$ cat config.mk
export PLATFORM = sky130hd
export DESIGN_NAME = upg_dump_tx
export DESIGN_NICKNAME = d
export VERILOG_FILES = /design/src/rtl/upg_pkg.sv /design/src/rtl/uart_tx_byte.sv /design/src/rtl/upg_dump_tx.sv
export SDC_FILE = /design/constraint.sdc
export NUM_CORES = 1
export LEC_CHECK = 0
export CORE_MARGIN = 4
export CORE_UTILIZATION = 30
export DETAILED_ROUTE_END_ITERATION = 8
export PLACE_DENSITY = 0.59
export SLEW_MARGIN = 10
export SYNTH_ARGS = -nofsm -noshare
export SYNTH_HDL_FRONTEND = slang
export SYNTH_SLANG_ARGS = --single-unit
$ cat constraint.sdc
create_clock -name upg_clk_i -period 2.8 [get_ports upg_clk_i]
set_input_delay 0.56 -clock upg_clk_i [delete_from_list [all_inputs] [get_ports upg_clk_i]]
set_output_delay 0.56 -clock upg_clk_i [all_outputs]
set_load 0.02 [all_outputs]
$ cat src/rtl/upg_pkg.sv
// Shared widths and FSM state encoding for the upgrade dump transmitter.
package upg_pkg;

    localparam int ADR_W  = 14;
    localparam int CNT_W  = 15;
    localparam int DATA_W = 32;

    typedef enum logic [2:0] {
        ST_IDLE    = 3'd0,
        ST_FETCH   = 3'd1,
        ST_CAPTURE = 3'd2,
        ST_SEND    = 3'd3,
        ST_DONE    = 3'd4
    } upg_state_t;

endpackage

$ cat src/rtl/uart_tx_byte.sv
// 8N1 serializer for one byte, LSB first, each bit held BIT_DIV cycles.
// ready is high when idle and also during the final cycle of the stop bit,
// so a load on that cycle puts the next start bit on the line without a gap.
module uart_tx_byte #(
    parameter int BIT_DIV = 78
) (
    input  logic       clk,
    input  logic       rst,
    input  logic       load,
    input  logic [7:0] byte_val,
    output logic       tx,
    output logic       ready
);

    localparam int DIV_W = (BIT_DIV > 2) ? $clog2(BIT_DIV) : 1;
    localparam logic [DIV_W-1:0] DIV_LAST = DIV_W'(BIT_DIV - 1);

    logic [DIV_W-1:0] div_cnt;
    logic [3:0]       bit_idx;
    logic [7:0]       byte_r;
    logic             active;

    assign ready = !active || (bit_idx == 4'd9 && div_cnt == '0);

    // Bit timer counts down per bit; bit_idx 0 = start, 1..8 = data, 9 = stop.
    always_ff @(posedge clk or posedge rst) begin
        if (rst) begin
            div_cnt <= '0;
            bit_idx <= '0;
            byte_r  <= '0;
            active  <= 1'b0;
            tx      <= 1'b1;
        end else if (load) begin
            byte_r  <= byte_val;
            active  <= 1'b1;
            bit_idx <= '0;
            div_cnt <= DIV_LAST;
            tx      <= 1'b0;
        end else if (active) begin
            if (div_cnt != '0) begin
                div_cnt <= div_cnt - DIV_W'(1);
            end else if (bit_idx == 4'd9) begin
                active  <= 1'b0;
                bit_idx <= '0;
                tx      <= 1'b1;
            end else begin
                bit_idx <= bit_idx + 4'd1;
                div_cnt <= DIV_LAST;
                tx      <= (bit_idx == 4'd8) ? 1'b1 : byte_r[bit_idx[2:0]];
            end
        end
    end

endmodule

$ cat src/rtl/upg_dump_tx.sv
// Dumps a block of 32-bit memory words over a UART, little-endian per word.
// One memory read per word, then four back-to-back 8N1 bytes. After the last
// word the line rests idle-high for one cycle in SEND before the done pulse.
module upg_dump_tx
    import upg_pkg::*;
#(
    parameter int BIT_DIV = 78
) (
    input  logic              upg_clk_i,
    input  logic              upg_rst_i,
    input  logic              start_i,
    input  logic [ADR_W-1:0]  base_adr_i,
    input  logic [CNT_W-1:0]  word_cnt_i,
    output logic              mem_rd_o,
    output logic [ADR_W-1:0]  mem_adr_o,
    input  logic [DATA_W-1:0] mem_dat_i,
    output logic              upg_tx_o,
    output logic              busy_o,
    output logic              done_o
);

    upg_state_t        state;
    logic [CNT_W-1:0]  words_left;
    logic [DATA_W-1:0] word_r;
    logic [2:0]        byte_sel;
    logic              tail;
    logic              tx_load;
    logic [7:0]        tx_byte;
    logic              tx_ready;

    uart_tx_byte #(.BIT_DIV(BIT_DIV)) u_tx (
        .clk      (upg_clk_i),
        .rst      (upg_rst_i),
        .load     (tx_load),
        .byte_val (tx_byte),
        .tx       (upg_tx_o),
        .ready    (tx_ready)
    );

    // Byte 0 is loaded straight from the read data so its start bit follows CAPTURE.
    always_comb begin
        tx_load = 1'b0;
        tx_byte = 8'h00;
        if (state == ST_CAPTURE) begin
            tx_load = 1'b1;
            tx_byte = mem_dat_i[7:0];
        end else if (state == ST_SEND && tx_ready && !tail && byte_sel != 3'd4) begin
            tx_load = 1'b1;
            case (byte_sel[1:0])
                2'd1:    tx_byte = word_r[15:8];
                2'd2:    tx_byte = word_r[23:16];
                2'd3:    tx_byte = word_r[31:24];
                default: tx_byte = word_r[7:0];
            endcase
        end
    end

    // Word/byte sequencer with registered strobes and status.
    always_ff @(posedge upg_clk_i or posedge upg_rst_i) begin
        if (upg_rst_i) begin
            state      <= ST_IDLE;
            words_left <= '0;
            word_r     <= '0;
            byte_sel   <= '0;
            tail       <= 1'b0;
            mem_rd_o   <= 1'b0;
            mem_adr_o  <= '0;
            busy_o     <= 1'b0;
            done_o     <= 1'b0;
        end else begin
            mem_rd_o <= 1'b0;
            done_o   <= 1'b0;
            case (state)
                ST_IDLE: begin
                    if (start_i) begin
                        busy_o <= 1'b1;
                        if (word_cnt_i != '0) begin
                            mem_adr_o  <= base_adr_i;
                            words_left <= word_cnt_i;
                            mem_rd_o   <= 1'b1;
                            state      <= ST_FETCH;
                        end else begin
                            done_o <= 1'b1;
                            state  <= ST_DONE;
                        end
                    end
                end
                ST_FETCH: begin
                    words_left <= words_left - CNT_W'(1);
                    state      <= ST_CAPTURE;
                end
                ST_CAPTURE: begin
                    word_r   <= mem_dat_i;
                    byte_sel <= 3'd1;
                    state    <= ST_SEND;
                end
                ST_SEND: begin
                    if (tail) begin
                        tail   <= 1'b0;
                        done_o <= 1'b1;
                        state  <= ST_DONE;
                    end else if (tx_ready) begin
                        if (byte_sel != 3'd4) begin
                            byte_sel <= byte_sel + 3'd1;
                        end else if (words_left != '0) begin
                            mem_adr_o <= mem_adr_o + ADR_W'(1);
                            mem_rd_o  <= 1'b1;
                            state     <= ST_FETCH;
                        end else begin
                            tail <= 1'b1;
                        end
                    end
                end
                ST_DONE: begin
                    busy_o <= 1'b0;
                    state  <= ST_IDLE;
                end
                default: begin
                    busy_o <= 1'b0;
                    state  <= ST_IDLE;
                end
            endcase
        end
    end

endmodule

==> flow_metrics.tcl, run 1 <==
set metrics [dict create \
    initial_utilization 0.305 \
    final_util 0.393 \
    yosys_register_bits 92 \
    post-route-period-util 0.891 \
    drive_gt1_frac 0.0634 \
    worstMarginPinSlew_ns 0.807 \
    pre_cts_ws_ns 0.0139 \
    arrival_ns 2.73 \
    fill_cells 1578 \
    dieArea_sq_um 18200 \
    antennaDiodeCount 0 \
    fin_nets 700 \
    track_usage 0.150 \
    core_sq_um 15800 \
    drc 0 \
    post_synth_main_area_contributors "dfrtp_1, nand2_1, a21oi_1, nor2_1, ha_1" \
    antenna_found_initial 0 \
    drt_wl_total_um 13100 \
    synth_top_area_cell "dfrtp_1" \
    synth_ff_type "dfrtp_1" \
    root_buffer "clkbuf_16" \
    worstPathMaxFanout 10 \
    cts_tree "done" \
    gr-usage-met2 0.235 \
    synth_edf_count 0 \
    use_met3 0.0384 \
    syn_inst 555 \
    cts_hold_buffers 0 \
    p_leak_nw 2.64 \
    fin_skew_ns 0.00646 \
    rsz0062_at_grt "no" \
    die_width_um 135 \
    clock_sinks 92 \
    drt_iter0_markers 365 \
    cts.repair.resized 0 \
    rows 46 \
    crit_type "flop to flop" \
    clock_latency_ns 0.35 \
    hold_viol_final 0 \
    overflow 0 \
    cts_made_buffers 9 \
    finalSetupTns_ns 0 \
    drv_cap 0 \
    fp.dieH_um 135 \
    port_buffers 81 \
    required_ns 3.03 \
    fmax_mhz 401 \
    grt_pass1_vias 4523 \
    clk_path_buf_depth 2 \
    powerDensity_nw_per_um2 959 \
    cp-start-kind "flop" \
    wire_per_inst_um 15.4 \
    busiest_layer "met2" \
    slew_headroom 0.462 \
    syn_area_per_cell_sq_um 8.71 \
    hold_ws_ns 0.477 \
    power_mw 5.97 \
    hp-class "flop to flop" \
    yosysSeqAreaShare 0.477 \
    setup_viol 0 \
    synth-async-reset-ratio 1.00 \
    dr.pass1.iters 5 \
    hpwl_um 9250 \
    synthesis.nets 629 \
    yosysTopAreaCellShare 0.471 \
    ys_warn_count 0 \
    period_minus_slack_ns 2.50 \
    outcome "complete, no violations" \
    cp-end-kind "flop" \
    syn-cell-area_sq_um 4830 \
    grt_max_degree 93 \
    cts.reportedPaths.clkPinSlew_ns 0.07 \
    place.gp.congestion 0.861 \
    htree_levels 3 \
    antenna_left 0 \
    grtUsageMet1 0.196 \
    dr_total_vias 4409 \
    via_per_inst 5.21 \
    fin_ws_ns 0.305 \
    area_growth_pct 28.8 \
    io_pins 82 \
    most-common-layout-cells "nand2_1, dfrtp_1, clkdlybuf4s50_1" \
    cts_setup_buffers 0 \
    drv_slew 0 \
    grt_pass1_wl_um 22200 \
    vdd_drop_max_uv 413 \
    final_common_cell "nand2_1" \
    ys_types 62 \
]
## stage by stage
step / std cells / instance area, sq um
after floorplan: 555 / 4840
after global placement: 831 / 5890
after detailed placement: 831 / 5890
after CTS: 847 / 6230
after global routing: 847 / 6230
final: 847 / 6230
## critical path, cell delays in order, from the launching register on
cell and delay (ns):
dfrtp_1 0.44, or4_4 0.61, o31a_4 0.44, nor2_2 0.22
o211ai_1 0.16, clkinv_2 0.19, mux2_1 0.33
## per-layer routing
| metal | vias to the layer above | share of wire |
|---|---|---|
| met5 | - | 0 |
| met2 | 138 | 0.44 |
| met1 | 2102 | 0.47 |
| met4 | 0 | 0.028 |
| met3 | 31 | 0.059 |
| li1 | 2138 | - |
## synthesized netlist by cell type, types with 2 or more instances
master    number
o311ai_0       4
a311oi_1       2
xor2_1         2
o211a_1        2
nor4_1         6
a31oi_1       11
a221o_1        2
or2_2          2
o22a_1         2
nor3b_1        2
clkbuf_1      28
nand3_1       21
ha_1          10
a21oi_1       31
and2_1         2
a211oi_1      13
a222oi_1       8
nand2_1      143
nor3_1        13
nand3b_1       3
nor2b_1        5
o31ai_1        3
dfrtp_1       91
and3_1         4
nand2b_1       5
or3_1          7
mux4_2         2
nor2_1        40
o211ai_1      14
o22ai_1        9
inv_1         12
nand4_1        7
o21ai_0       20
## path summary, 6_finish.rpt
kind | slack, ns | cells past startpoint | end | start
max | 0.30 | 6 | mem_adr_o[1] | u_tx.div_cnt[2]
max reg2reg | 0.30 | 6 | mem_adr_o[1] | u_tx.div_cnt[2]
min in group asynchronous | 0.66 | 3 | word_r[22] | upg_rst_i
min | 0.48 | 2 | word_r[4] | word_r[4]
max in group asynchronous | 1.69 | 3 | u_tx.tx | upg_rst_i
min reg2reg | 0.48 | 2 | word_r[4] | word_r[4]
## cell type report
cell class                 count  area, sq um  share of cell area
timing repair buffer          90          891               0.143
clock buffer                  13          270              0.0434
sequential                    92         2300               0.370
inverter                      14         57.6             0.00924
multi-input combinational    419         2370               0.380
clock inverter                 3         67.6              0.0109
tap                          216          270              0.0434
## registers in the layout, indices dropped and copies added, names as in the netlist, 3 cells and up
signal,count
u_tx.div_cnt,7
mem_adr_o,14
u_tx.byte_r,8
state,3
u_tx.bit_idx,4
word_r,32
byte_sel,3
words_left,15
## power breakdown
group | total, mW | internal, mW | switching (mW)
Combinational | 2.25 | 0.965 | 1.29
Sequential | 2.34 | 1.88 | 0.464
Clock | 1.38 | 0.856 | 0.523
## cells by family after synthesis
group / count (synthesis) / share of synthesized area
AOI/OAI and AO/OA: 134 / 0.193
xor gates and xnor gates: 3 / 0.00544
adders and majority gates: 10 / 0.0259
buffers and inverters: 44 / 0.0347
DFF: 92 / 0.477
muxes: 4 / 0.0137
and+or+nand+nor: 268 / 0.251
No activity file was read; power rests on OpenSTA's default activity.
==> run 2: changes to the inputs <==
Settings changed: ABC_AREA set to 1.
==> flow_metrics.tcl, run 2 <==
set metrics [dict create \
    synth_top_area_cell "dfrtp_1" \
    cts_setup_buffers 0 \
    grt_pass1_wl_um 22200 \
    rrSetupSlack_ns 0.73 \
    htree_levels 3 \
    setup_viol 0 \
    pre_cts_ws_ns 0.417 \
    r2r_cells 10 \
    min_path_cells 2 \
    antennaDiodeCount 0 \
    synthSimpleGateAreaFrac 0.381 \
    clk_path_buf_depth 2 \
    synth_compound_area_frac 0.0690 \
    cts.repair.resized 0 \
    root_buffer "clkbuf_16" \
    grt_max_degree 93 \
    synth_most_common_cell "nand2_1" \
    cts_tree "done" \
    drt_wl_total_um 13200 \
    post_synth_main_area_contributors "dfrtp_1, nand2_1, nand3_1, nor2_1, inv_1" \
    synth_xor_area_frac 0.0153 \
    critPathLaunch "state[2]" \
    cp_slowest_cell "dfrtp_1" \
    synth_ff_type "dfrtp_1" \
    required_ns 3.03 \
    ys_types 35 \
    regMostFlops "word_r" \
    drc 0 \
    dr_total_vias 4688 \
    grt_pass1_vias 4439 \
    final_common_cell "nand2_1" \
    track_usage 0.138 \
    synth_fa_ha_area_frac 0.0243 \
    rows 47 \
    period_minus_slack_ns 2.07 \
    synthesis.nets 784 \
    die_width_um 139 \
    syn_inst 710 \
    overflow 0 \
    largest_register_ffs 32 \
    core_sq_um 16700 \
    synth-async-reset-ratio 1.00 \
    worstReg2RegEnd "u_tx.byte_r[1]" \
    place_area_sq_um 6180 \
    place.gp.congestion 0.823 \
    vdd_drop_max_uv 342 \
    outcome "complete, no violations" \
    top_regs "word_r x32, words_left x15, mem_adr_o x14" \
    crit_type "flop to flop" \
    fin_ws_ns 0.730 \
    worstPathMaxFanout 15 \
    timing.rr.start "state[2]" \
    synthMuxAreaShare 0 \
    crit_end "u_tx.byte_r[1]" \
    syn_area_per_cell_sq_um 7.25 \
    synth_edf_count 0 \
    drv_cap 0 \
    clock_sinks 92 \
    post-route-period-util 0.739 \
    dr.pass1.iters 4 \
    yosysSeqAreaShare 0.447 \
    fin_nets 859 \
    final_area_sq_um 6470 \
    yosysTopAreaCellShare 0.442 \
    drv_slew 0 \
    via_per_inst 4.64 \
    slowest_delay_ns 0.38 \
    finalSetupTns_ns 0 \
    ys_warn_count 0 \
    synthTopCellsByCount "nand2_1, dfrtp_1, nand3_1" \
    critical_path_buf_inv_count 2 \
    cp-end-kind "flop" \
    area_growth_pct 25.6 \
    cts_hold_buffers 0 \
    instances_no_fill 1010 \
    drt_iter0_markers 294 \
    initial_utilization 0.308 \
    antenna_left 0 \
    rsz0062_at_grt "no" \
    io_pins 82 \
    dieArea_sq_um 19300 \
    most-common-layout-cells "nand2_1, dfrtp_1, clkdlybuf4s50_1" \
    cts_made_buffers 9 \
    critPathTopFamily "simple AND/OR/NAND/NOR gates" \
    port_buffers 81 \
    drive_gt1_frac 0.0532 \
    fin_skew_ns 0.00962 \
    powerDensity_nw_per_um2 995 \
    syn-cell-area_sq_um 5150 \
    yosys_register_bits 92 \
    arrival_ns 2.30 \
    clock_latency_ns 0.35 \
    final_util 0.387 \
    fmax_mhz 483 \
    worstMarginPinSlew_ns 0.699 \
    wire_per_inst_um 13.1 \
    placedCellCount 994 \
    hp-class "flop to flop" \
    path_depth 10 \
    power_mw 6.44 \
    antenna_found_initial 0 \
    cts.reportedPaths.clkPinSlew_ns 0.07 \
    slew_headroom 0.534 \
    cp_cell_sequence "inv_1, nand2_1, nor2_4, nand2_2, nor2_8, nand2_2, nand2_2, inv_2, nand2_1, nand3_1" \
    hold_ws_ns 0.476 \
    cp-start-kind "flop" \
    synth_top_family_by_area "simple AND/OR/NAND/NOR gates" \
    hpwl_um 9590 \
    p_leak_nw 3.10 \
    hold_viol_final 0 \
    fp.dieH_um 139 \
    crit_top_cell "nand2_2" \
]
## run 2: worst reg2reg max path: cells and delay by family, from the launching register on
family	cells	cell delay, ns
DFF	1	0.38
buffers and inverters	2	0.20
and+or+nand+nor	8	1.37
## run 2: layout make-up
| class | count | area (sq um) |
|---|---|---|
| Sequential cell | 92 | 2300 |
| Tap cell | 220 | 275 |
| Clock inverter | 7 | 60.1 |
| Clock buffer | 9 | 225 |
| Inverter | 56 | 214 |
| Fill cell | 1806 | 10200 |
| Timing Repair Buffer | 87 | 868 |
| Multi-Input combinational cell | 539 | 2520 |
## run 2: per-layer routing
metal / vias to the layer above / routed length, um / global-route usage / part of all wire
met5: - / 0 / 0 / 0
met4: 0 / 161 / 0.0458 / 0.012
met3: 11 / 345 / 0.0228 / 0.026
met2: 61 / 6110 / 0.215 / 0.46
met1: 2170 / 6580 / 0.196 / 0.50
li1: 2446 / - / - / -
## run 2: cells by family (layout without fill, tap and decap cells)
kind of cell,after synthesis,in the layout
AOI/OAI and AO/OA,62,62
adders and majority gates,10,10
xor gates and xnor gates,9,9
and+or+nand+nor,458,458
buffers and inverters,79,159
DFF,92,92
## run 2: worst min-delay path by stage
stage	to	startpoint	slack [ns]
after detailed placement	word_r[31]	word_r[31]	0.46
after global routing	word_r[4]	word_r[4]	0.49
after floorplan	word_r[31]	word_r[31]	0.44
final	word_r[21]	word_r[21]	0.48
after global placement	word_r[31]	word_r[31]	0.46
after CTS	word_r[31]	word_r[31]	0.48
## run 2: power breakdown
part	total [mW]	switching (mW)	internal (mW)
clock network	1.17	0.556	0.617
logic	2.86	1.78	1.08
registers	2.40	0.479	1.92
